File: src/rtl/activation_requant_if.sv
// Valid/ready bundle between the pre-activation stage, the requantizer and the
// next layer. The master drives beats in and accepts results; the slave is the requantizer.
interface activation_requant_if #(
  parameter int DATA_WIDTH  = 8,
  parameter int ACC_WIDTH   = 18,
  parameter int SHIFT_WIDTH = 5
);
  logic                          in_valid;
  logic                          in_ready;
  logic signed [ACC_WIDTH-1:0]   pre;
  logic        [1:0]             act_sel;
  logic        [SHIFT_WIDTH-1:0] shift;
  logic                          out_valid;
  logic                          out_ready;
  logic signed [DATA_WIDTH-1:0]  act_out;

  modport master (
    output in_valid, pre, act_sel, shift, out_ready,
    input  in_ready, out_valid, act_out
  );

  modport slave (
    input  in_valid, pre, act_sel, shift, out_ready,
    output in_ready, out_valid, act_out
  );
endinterface

File: src/rtl/activation_requant.sv
// Applies identity/ReLU/leaky ReLU to a signed pre-activation, then rounds, shifts
// and saturates it to DATA_WIDTH through a two-stage valid/ready pipeline.
module activation_requant #(
  parameter int DATA_WIDTH  = 8,
  parameter int N           = 4,
  parameter int ACC_WIDTH   = 2*DATA_WIDTH + $clog2(N),
  parameter int SHIFT_WIDTH = 5,
  parameter int LEAKY_SHIFT = 3,
  parameter int CNT_WIDTH   = 16
) (
  input  logic                 clk,
  input  logic                 rst,
  activation_requant_if.slave  bus,
  output logic                 sat_flag,
  input  logic                 sat_clr,
  output logic [CNT_WIDTH-1:0] sat_count
);
  localparam logic [1:0] SEL_RELU  = 2'd1;
  localparam logic [1:0] SEL_LEAKY = 2'd2;
  localparam logic [SHIFT_WIDTH:0]   SHIFT_LIMIT = (SHIFT_WIDTH+1)'(ACC_WIDTH);
  localparam logic [SHIFT_WIDTH-1:0] SHIFT_ONE   = {{(SHIFT_WIDTH-1){1'b0}}, 1'b1};
  localparam logic signed [ACC_WIDTH:0] ONE_EXT  = {{ACC_WIDTH{1'b0}}, 1'b1};
  localparam logic signed [ACC_WIDTH:0] SAT_MAX  = {{(ACC_WIDTH-DATA_WIDTH+2){1'b0}}, {(DATA_WIDTH-1){1'b1}}};
  localparam logic signed [ACC_WIDTH:0] SAT_MIN  = {{(ACC_WIDTH-DATA_WIDTH+2){1'b1}}, {(DATA_WIDTH-1){1'b0}}};
  localparam logic [CNT_WIDTH-1:0] CNT_ONE = {{(CNT_WIDTH-1){1'b0}}, 1'b1};

  logic                          s1_valid_r;
  logic signed [ACC_WIDTH-1:0]   s1_pre_r;
  logic        [1:0]             s1_sel_r;
  logic        [SHIFT_WIDTH-1:0] s1_shift_r;
  logic                          out_valid_r;
  logic signed [DATA_WIDTH-1:0]  act_out_r;
  logic                          sat_flag_r;
  logic        [CNT_WIDTH-1:0]   sat_count_r;

  logic                          s2_load_s;
  logic                          in_ready_s;
  logic                          accept_s;
  logic signed [ACC_WIDTH-1:0]   act_s;
  logic signed [ACC_WIDTH:0]     rnd_s;
  logic signed [ACC_WIDTH:0]     sum_s;
  logic signed [ACC_WIDTH:0]     r_s;
  logic signed [DATA_WIDTH-1:0]  clamp_s;
  logic                          sat_s;

  assign s2_load_s  = s1_valid_r && (!out_valid_r || bus.out_ready);
  assign in_ready_s = !rst && (!s1_valid_r || s2_load_s);
  assign accept_s   = bus.in_valid && in_ready_s;

  assign bus.in_ready  = in_ready_s;
  assign bus.out_valid = out_valid_r;
  assign bus.act_out   = act_out_r;
  assign sat_flag      = sat_flag_r;
  assign sat_count     = sat_count_r;

  // Activation function on the stage-1 beat using its own captured select.
  always_comb begin
    act_s = s1_pre_r;
    case (s1_sel_r)
      SEL_RELU: begin
        if (s1_pre_r[ACC_WIDTH-1]) act_s = '0;
        else                       act_s = s1_pre_r;
      end
      SEL_LEAKY: begin
        if (s1_pre_r[ACC_WIDTH-1]) act_s = s1_pre_r >>> LEAKY_SHIFT;
        else                       act_s = s1_pre_r;
      end
      default: act_s = s1_pre_r;
    endcase
  end

  // Round-half-up shift at ACC_WIDTH+1 bits; out-of-range shifts collapse to the sign.
  always_comb begin
    rnd_s = '0;
    sum_s = '0;
    r_s   = '0;
    if ({1'b0, s1_shift_r} >= SHIFT_LIMIT) begin
      if (act_s[ACC_WIDTH-1]) r_s = '1;
      else                    r_s = '0;
    end else begin
      if (s1_shift_r != '0) rnd_s = ONE_EXT << (s1_shift_r - SHIFT_ONE);
      else                  rnd_s = '0;
      sum_s = {act_s[ACC_WIDTH-1], act_s} + rnd_s;
      r_s   = sum_s >>> s1_shift_r;
    end
  end

  // Saturate the shifted value to the signed output range.
  always_comb begin
    if (r_s > SAT_MAX) begin
      clamp_s = SAT_MAX[DATA_WIDTH-1:0];
      sat_s   = 1'b1;
    end else if (r_s < SAT_MIN) begin
      clamp_s = SAT_MIN[DATA_WIDTH-1:0];
      sat_s   = 1'b1;
    end else begin
      clamp_s = r_s[DATA_WIDTH-1:0];
      sat_s   = 1'b0;
    end
  end

  // Stage 1: capture the beat together with its configuration.
  always_ff @(posedge clk) begin
    if (rst) begin
      s1_valid_r <= 1'b0;
      s1_pre_r   <= '0;
      s1_sel_r   <= 2'd0;
      s1_shift_r <= '0;
    end else if (accept_s) begin
      s1_valid_r <= 1'b1;
      s1_pre_r   <= bus.pre;
      s1_sel_r   <= bus.act_sel;
      s1_shift_r <= bus.shift;
    end else if (s2_load_s) begin
      s1_valid_r <= 1'b0;
    end else begin
      s1_valid_r <= s1_valid_r;
    end
  end

  // Stage 2: output register, held stable while the consumer stalls.
  always_ff @(posedge clk) begin
    if (rst) begin
      out_valid_r <= 1'b0;
      act_out_r   <= '0;
    end else if (s2_load_s) begin
      out_valid_r <= 1'b1;
      act_out_r   <= clamp_s;
    end else if (bus.out_ready) begin
      out_valid_r <= 1'b0;
    end else begin
      out_valid_r <= out_valid_r;
    end
  end

  // Saturation bookkeeping, once per beat at its stage-2 load; a saturating load wins over clear.
  always_ff @(posedge clk) begin
    if (rst) begin
      sat_flag_r  <= 1'b0;
      sat_count_r <= '0;
    end else if (s2_load_s && sat_s) begin
      sat_flag_r <= 1'b1;
      if (sat_clr)                 sat_count_r <= CNT_ONE;
      else if (sat_count_r != '1)  sat_count_r <= sat_count_r + CNT_ONE;
      else                         sat_count_r <= sat_count_r;
    end else if (sat_clr) begin
      sat_flag_r  <= 1'b0;
      sat_count_r <= '0;
    end else begin
      sat_flag_r  <= sat_flag_r;
      sat_count_r <= sat_count_r;
    end
  end
endmodule
File: src/flat_wrapper.sv
// flat-port wrapper written by rule: the top's interface ports become plain ports
module activation_requant_flat 
#(
  parameter int DATA_WIDTH  = 8,
  parameter int N           = 4,
  parameter int ACC_WIDTH   = 2*DATA_WIDTH + $clog2(N),
  parameter int SHIFT_WIDTH = 5,
  parameter int LEAKY_SHIFT = 3,
  parameter int CNT_WIDTH   = 16
)
  (clk, rst, sat_flag, sat_clr, sat_count, bus_in_valid, bus_pre, bus_act_sel, bus_shift, bus_out_ready, bus_in_ready, bus_out_valid, bus_act_out);
  activation_requant_if #(.DATA_WIDTH(DATA_WIDTH), .ACC_WIDTH(ACC_WIDTH), .SHIFT_WIDTH(SHIFT_WIDTH)) bus_i ();
  input  logic clk;
  input  logic rst;
  output logic sat_flag;
  input  logic sat_clr;
  output logic [CNT_WIDTH-1:0] sat_count;
  input wire logic [$bits(bus_i.in_valid)-1:0] bus_in_valid;
  input wire logic [$bits(bus_i.pre)-1:0] bus_pre;
  input wire logic [$bits(bus_i.act_sel)-1:0] bus_act_sel;
  input wire logic [$bits(bus_i.shift)-1:0] bus_shift;
  input wire logic [$bits(bus_i.out_ready)-1:0] bus_out_ready;
  output wire logic [$bits(bus_i.in_ready)-1:0] bus_in_ready;
  output wire logic [$bits(bus_i.out_valid)-1:0] bus_out_valid;
  output wire logic [$bits(bus_i.act_out)-1:0] bus_act_out;
  assign bus_i.in_valid = bus_in_valid;
  assign bus_i.pre = bus_pre;
  assign bus_i.act_sel = bus_act_sel;
  assign bus_i.shift = bus_shift;
  assign bus_i.out_ready = bus_out_ready;
  assign bus_in_ready = bus_i.in_ready;
  assign bus_out_valid = bus_i.out_valid;
  assign bus_act_out = bus_i.act_out;
  activation_requant #(.DATA_WIDTH(DATA_WIDTH), .N(N), .ACC_WIDTH(ACC_WIDTH), .SHIFT_WIDTH(SHIFT_WIDTH), .LEAKY_SHIFT(LEAKY_SHIFT), .CNT_WIDTH(CNT_WIDTH)) u_core (.clk(clk), .rst(rst), .bus(bus_i), .sat_flag(sat_flag), .sat_clr(sat_clr), .sat_count(sat_count));
endmodule
File: config.mk
export PLATFORM = sky130hd
export DESIGN_NAME = activation_requant_flat
export DESIGN_NICKNAME = d
export VERILOG_FILES = /design/src/rtl/activation_requant_if.sv /design/src/rtl/activation_requant.sv /design/src/flat_wrapper.sv
export SDC_FILE = /design/constraint.sdc
export NUM_CORES = 1
export LEC_CHECK = 0
export CAP_MARGIN = 40
export CORE_MARGIN = 2
export CORE_UTILIZATION = 48
export CTS_CLUSTER_DIAMETER = 150
export DETAILED_ROUTE_END_ITERATION = 10
export PLACE_DENSITY_LB_ADDON = 0.1
export SYNTH_ARGS = -nofsm -noshare
export SYNTH_HDL_FRONTEND = slang
export SYNTH_SLANG_ARGS = --single-unit
File: constraint.sdc
create_clock -name clk -period 8.9 [get_ports clk]
set_input_delay 1.335 -clock clk [delete_from_list [all_inputs] [get_ports clk]]
set_output_delay 1.335 -clock clk [all_outputs]
set_load 0.02 [all_outputs]
Word-level counts from Yosys, hierarchy flattened
Cells that the tools add are included.
{"block": "word_totals", "n_memories": 0, "mem_bits_rw": 0, "latch_bits": 0, "register_bits": 52, "inputBits": 30, "mem_bits_ro": 0}
{"block": "op_classes", "reduce_logical": 15, "order_cmp": 3, "mul": 0, "n_div": 0, "muxes": 21, "add_sub_neg": 3, "eq_ne": 3, "n_shift": 2, "bitwise": 0}
{"cell": "$mux 19", "count": 4}
{"cell": "$mux 16", "count": 4}
{"cell": "$pmux 18 s2", "count": 1}
{"cell": "$add 19x19->19", "count": 1}
{"cell": "$gt 19x8->1 const B", "count": 1}
{"cell": "$lt 19x8->1 const B", "count": 1}
{"cell": "$shl 1x5->19 const A", "count": 1}
{"cell": "$sshr 19x5->19", "count": 1}
{"cell": "$mux 18", "count": 1}
{"cell": "$mux 17", "count": 1}
{"cell": "$add 16x1->16 const B", "count": 1}
{"cell": "$mux 8", "count": 2}
{"cell": "$ne 16x16->1 const B", "count": 1}
{"cell": "$mux 1", "count": 8}
{"cell": "$reduce_bool 2->1", "count": 4}
{"cell": "$ge 5x5->1 const B", "count": 1}
{"cell": "$reduce_bool 5->1", "count": 1}
{"cell": "$sub 5x1->5 const B", "count": 1}
{"cell": "$logic_and 1x1->1", "count": 4}
{"cell": "$logic_not 1->1", "count": 3}
{"cell": "$eq 2x1->1 const B", "count": 1}
{"cell": "$eq 2x2->1 const B", "count": 1}
{"cell": "$logic_or 1x1->1", "count": 2}
{"cell": "$reduce_and 2->1", "count": 1}

Depth between registers and ports, before layout
{"block": "depth", "word_depth": 13, "depth_mapped": 22, "ltp_nobuf": 19}

Least setup slack after synthesis
OpenSTA, ideal clock, no wires.
{"block": "synth_timing", "path_kind": "flip-flop to flip-flop", "start": "register u_core.s1_sel_r[0]", "end": "register u_core.sat_count_r[0] (netlist: u_core.sat_count[0])", "setup_slack_ps": 3596, "arrival_ps": 5217, "path_buffers": 2, "stages_incl_launch_ff": 21, "synth_period_minus_slack_ps": 5304, "cell_sequence": "dfxtp_1 inv_1 ha_1 a211oi_1 clkbuf_1 a21oi_1 ha_1 fa_1 a21oi_1 nand4b_1 a21o_1 a21oi_1 o31a_1 mux4_2 o221ai_2 o41ai_1 or4b_4 nand3_2 buf_6 or4b_1 o31ai_1"}
{"block": "synth_between", "elab_chain_len": 11}
{"element": "start, declared", "line": "activation_requant.sv:29", "text": "logic [1:0] s1_sel_r;"}
{"element": "start signal, assigned", "line": "activation_requant.sv:112", "text": "s1_sel_r <= bus.act_sel;"}
{"element": "$eq 2x2->1 / $eq 2x1->1 (equally long branches)", "line": "activation_requant.sv:59", "text": "case (s1_sel_r)"}
{"element": "$pmux 18 s2 (*)", "line": "activation_requant.sv:59"}
{"element": "$add 19x19->19", "line": "activation_requant.sv:83", "text": "sum_s = {act_s[ACC_WIDTH-1], act_s} + rnd_s;"}
{"element": "$sshr 19x5->19", "line": "activation_requant.sv:84", "text": "r_s = sum_s >>> s1_shift_r;"}
{"element": "$mux 19 (*)", "line": "activation_requant.sv:77", "text": "if ({1'b0, s1_shift_r} >= SHIFT_LIMIT) begin"}
{"element": "$lt 19x8->1", "line": "activation_requant.sv:93", "text": "end else if (r_s < SAT_MIN) begin"}
{"element": "$mux 1", "line": "activation_requant.sv:93"}
{"element": "$mux 1 (*)", "line": "activation_requant.sv:90", "text": "if (r_s > SAT_MAX) begin"}
{"element": "$logic_and 1x1->1 (*)", "line": "activation_requant.sv:141", "text": "end else if (s2_load_s && sat_s) begin"}
{"element": "$reduce_bool 2->1 (no source line)"}
{"element": "$reduce_and 2->1 (no source line)"}
{"element": "end signal, assigned", "line": "activation_requant.sv:144", "text": "else if (sat_count_r != '1) sat_count_r <= sat_count_r + CNT_ONE;"}
{"element": "end signal, assigned", "line": "activation_requant.sv:145", "text": "else sat_count_r <= sat_count_r;"}
{"element": "end signal, assigned", "line": "activation_requant.sv:151", "text": "sat_count_r <= sat_count_r;"}
{"element": "end, declared", "line": "activation_requant.sv:34", "text": "logic [CNT_WIDTH-1:0] sat_count_r;"}
Mark *: on every way between the ends. The rest lies on a longest branch, timed or not.
A chain may end at the register's enable or synchronous reset.

Worst setup path in the final report
{"block": "layout_timing", "start": "register u_core.s1_shift_r[1]", "end": "register u_core.sat_count_r[11] (netlist: u_core.sat_count[11])"}
{"block": "layout_between", "elab_chain_len": 13}
{"element": "start, declared", "line": "activation_requant.sv:30", "text": "logic [SHIFT_WIDTH-1:0] s1_shift_r;"}
{"element": "start signal, assigned", "line": "activation_requant.sv:113", "text": "s1_shift_r <= bus.shift;"}
{"element": "$sub 5x1->5", "line": "activation_requant.sv:81", "text": "if (s1_shift_r != '0) rnd_s = ONE_EXT << (s1_shift_r - SHIFT_ONE);"}
{"element": "$shl 1x5->19", "line": "activation_requant.sv:81"}
{"element": "$mux 19", "line": "activation_requant.sv:81"}
{"element": "$mux 19", "line": "activation_requant.sv:77"}
{"element": "$add 19x19->19", "line": "activation_requant.sv:83"}
{"element": "$sshr 19x5->19", "line": "activation_requant.sv:84"}
{"element": "$mux 19 (*)", "line": "activation_requant.sv:77"}
{"element": "$lt 19x8->1", "line": "activation_requant.sv:93"}
{"element": "$mux 1", "line": "activation_requant.sv:93"}
{"element": "$mux 1 (*)", "line": "activation_requant.sv:90"}
{"element": "$logic_and 1x1->1 (*)", "line": "activation_requant.sv:141"}
{"element": "$reduce_bool 2->1 (no source line)"}
{"element": "$reduce_and 2->1 (no source line)"}
Mark *: on every way between the ends. The rest lies on a longest branch, timed or not. The select of a mux whose other input is x is not followed.

==> metrics.md <==
| Metric | Value |
|---|---|
| Arrival time at the worst endpoint | `7.28 ns` |
| Number of buffers on the longest clock path | `2` |
| Register area | `0.001041 sq mm` |
| Final Slew Violations | `0` |
| CTS tree | `yes` |
| Chip height | `107.9 um` |
| Chip Width | `107.9 um` |
| Static power due to leakage | `2.189 nW` |
| Number of flops mapped to enable cells by yosys | `0` |
| Boundary Pins | `57` |
| Number of routed nets with antenna violations | `0` |
| Total setup violations reported at the end of the flow | `0` |
| Number of hold-repair buffers added at the cts stage | `0` |
| Class of the most critical hold timing path | `flip-flop to flip-flop` |
| Least-Margin Pin Slew | `0.9629 ns` |
| Type of the worst setup path | `flip-flop to flip-flop` |
| Internal reg-to-reg setup slack | `1.89 ns` |
| Skew-Pair Late Insertion Delay | `~0.33 ns` |
| Crit path launch | `u_core.s1_shift_r[1]$_SDFFE_PP0P_` |
| Initial antenna violation count | `0` |
| Vias in the first global route | `5315` |
| Area of the die | `0.01165 sq mm` |
| Status | `finished, final reports clean` |
| # H-tree levels | `2` |
| Vias/cell | `6.513` |
| Post-Syn Area per Cell | `7.015 sq um` |
| Total of flip-flops plus latches after synthesis | `52` |
| Leading cell type in the layout, fill and taps excluded | `nand2_1` |
| Count of routing violations after the opening detailed-route iteration | `794` |
| Source of the worst register-to-register timing path | `u_core.s1_shift_r[1]$_SDFFE_PP0P_` |
| Fmax | `0.1427 GHz` |
| Number of placement rows | `37` |
| Routed WL per cell | `19.35 um` |
| P&R area growth vs syn | `13.40%` |
| Input/output buffers | `56` |
| CTS buffer count | `5` |
| Filler cell count in the final layout | `1014` |
| HPWL Detailed | `about 13000 um` |
| Commonest non-fill, non-tap cells in the layout | `124 x nand2_1, 71 x a21oi_1, 59 x nor2_1, 56 x clkdlybuf4s50_1, 52 x dfxtp_1` |
| DRT Wirelength | `17380 um` |
| Cell Area, Synth | `0.005184 sq mm` |
| Net count, final | `815` |
| Clock Skews | `0.009661 ns` |
| Largest fanout on the critical path | `31` |
| Number of warnings printed during yosys synthesis | `0` |
| Number of placed instances, taps included | `890` |
| CP Data Required Time | `9.17 ns` |
| Clock edge transition at the registers on the reported setup and hold paths | `0.10 ns` |
| Seq/Total Area, Yosys | `0.2008` |
| Core Area | `0.01042 sq mm` |
| Clock root buffer | `clkbuf_8` |
| Relative max-transition margin | `0.3531` |
| Overall global routing resource usage | `0.3015` |
| Critical Path End Type | `flip-flop` |
| Remaining DRCs | `0` |
| Source of the worst hold timing path | `u_core.sat_flag$_SDFFE_PP0P_` |
| Number of vias after detailed routing | `approximately 6000` |
| Setup repair after global routing missed its margin | `false` |
| Number of inserted diodes | `0` |
| Count of cell types in the netlist | `83` |
| Max IR drop VDD | `0.08529 mV` |
| Synth area leaders | `dfxtp_1 20%, nand2_1 9.0%, a21oi_1 6.9%` |
| Synth async-reset ratio | `0` |
| Share of post-route cells with drive strength above 1 | `0.06037` |
| Yosys top cell by area | `dfxtp_1` |
| Total power density per cell area | `118.4 mW/mm^2` |
| Starting density of the core | `0.4977` |
| Total area of multi-input combinational cells | `0.003877 sq mm` |
| Main flop type after synthesis | `dfxtp_1` |
| Gate Count Post-Synth | `739` |
| Number of non-filler instances in the completed layout | `~900` |
| Post-route fraction of the period consumed by the critical path | `0.7876` |
| Global-route wire length before repair | `about 28000 um` |
| Shortest clock period the worst path allows after layout | `7.010 ns` |
| Total congestion overflow | `0` |
| Pre-Repair DR Iteration Count | `7` |
| Area share of the leading cell type in the synthesized netlist | `0.2008` |
| Maxcap violations | `0` |
| Count of instances resized after the clock tree is built | `0` |
| Maximum number of pins on one net before global-route repair | `42` |
| CTS Sinks | `52` |
| Sum Neg Setup Slack | `0 ns` |
| Hold Fails Final Rpt | `0` |
| Routability-driven placement congestion ratio | `0.9814` |
| Sort of element at the start of the critical path | `flip-flop` |
| Syn nets | `793` |
| Number of setup buffers added after CTS | `0` |
## worst max-delay path: stages, from the launching register on
cell and delay [ns]:
dfxtp_1 0.93, clkinv_1 0.80, nand2_1 0.64, nor2_1 0.12, ha_1 0.26, fa_1 0.44
nand3_1 0.11, a21oi_1 0.13, o211ai_1 0.32, o211ai_2 0.24, a311o_1 0.41, a2111oi_0 0.55
nand3_1 0.27, and4_1 0.23, a31oi_1 0.26, nand3_2 0.45, or4_1 0.61, a21oi_1 0.15
## layout make-up
type,count,area share
tap,136,0.02895
timing repair buffer,63,0.1069
clock inverter,2,0.002554
clock buffer,6,0.01405
multi-input combinational,622,0.6596
inverter,17,0.01086
sequential,52,0.1771
## cell families (layout without fill, tap and decap cells)
family	Yosys count	count (layout)	synth area share
simple gates	334	334	0.3186
compound gates	238	238	0.3131
buf+inv	65	88	0.05213
flops	52	52	0.2008
fa+ha+maj	24	24	0.05938
mux	18	18	0.04248
xor+xnor	8	8	0.01352
## cell usage after synthesis, drive strengths merged (8+ instances only)
master	number
nand3	22
a21oi	75
a31oi	8
o31ai	14
inv	16
nor2	59
o21ai	42
nor3	21
dfxtp	52
o211ai	10
a211oi	21
nand2	125
and2	15
ha	23
nand4	14
buf	19
clkbuf	29
nand3b	21
or3	15
and3	8
mux2i	13
## report_power, final
group	internal (mW)	switching [mW]
Combinational	0.107	0.184
Clock	0.0631	0.0838
Sequential	0.245	0.0124
Total	0.416	0.280
## path summary, 6_finish.rpt
kind                                       end  cells after the start
min reg2reg       u_core.sat_flag$_SDFFE_PP0P_                      2
max reg2reg  u_core.sat_count[11]$_SDFFE_PP0P_                     17
min               u_core.sat_flag$_SDFFE_PP0P_                      2
max          u_core.sat_count[11]$_SDFFE_PP0P_                     17
## sequential cells by signal, indices dropped and copies added, names as in the netlist
signal and count:
u_core.s1_shift_r 5, u_core.bus.out_valid 1, u_core.s1_sel_r 2, u_core.s1_pre_r 18, u_core.s1_valid_r 1, u_core.sat_count 16, u_core.bus.act_out 8, u_core.sat_flag 1
## through the flow
step | hold WS (ns) | area (sq um) | power [mW] | utilization | setup WS, ns
after global placement | 0.4638 | 5736 | 0.5413 | 0.5506 | 2.263
after detailed placement | 0.4597 | 5781 | 0.5450 | 0.5550 | 2.113
final | 0.4748 | 5878 | 0.6958 | 0.5643 | 1.890
after floorplan | 0.4497 | 5184 | 0.4584 | - | 3.596
after CTS | 0.4758 | 5878 | 0.6947 | 0.5643 | 2.097
after global routing | 0.5052 | 5878 | 0.7369 | 0.5643 | 1.525
## layer usage
layer  vias to the layer above  GRT usage  share of wire
met5                         -          0              0
met4                         0    0.09524          0.032
met3                        50    0.05508          0.092
met2                       318     0.4789           0.43
met1                      2684     0.4143           0.44
li1                       2797          -              -
No activity file was read; power rests on OpenSTA's default activity.
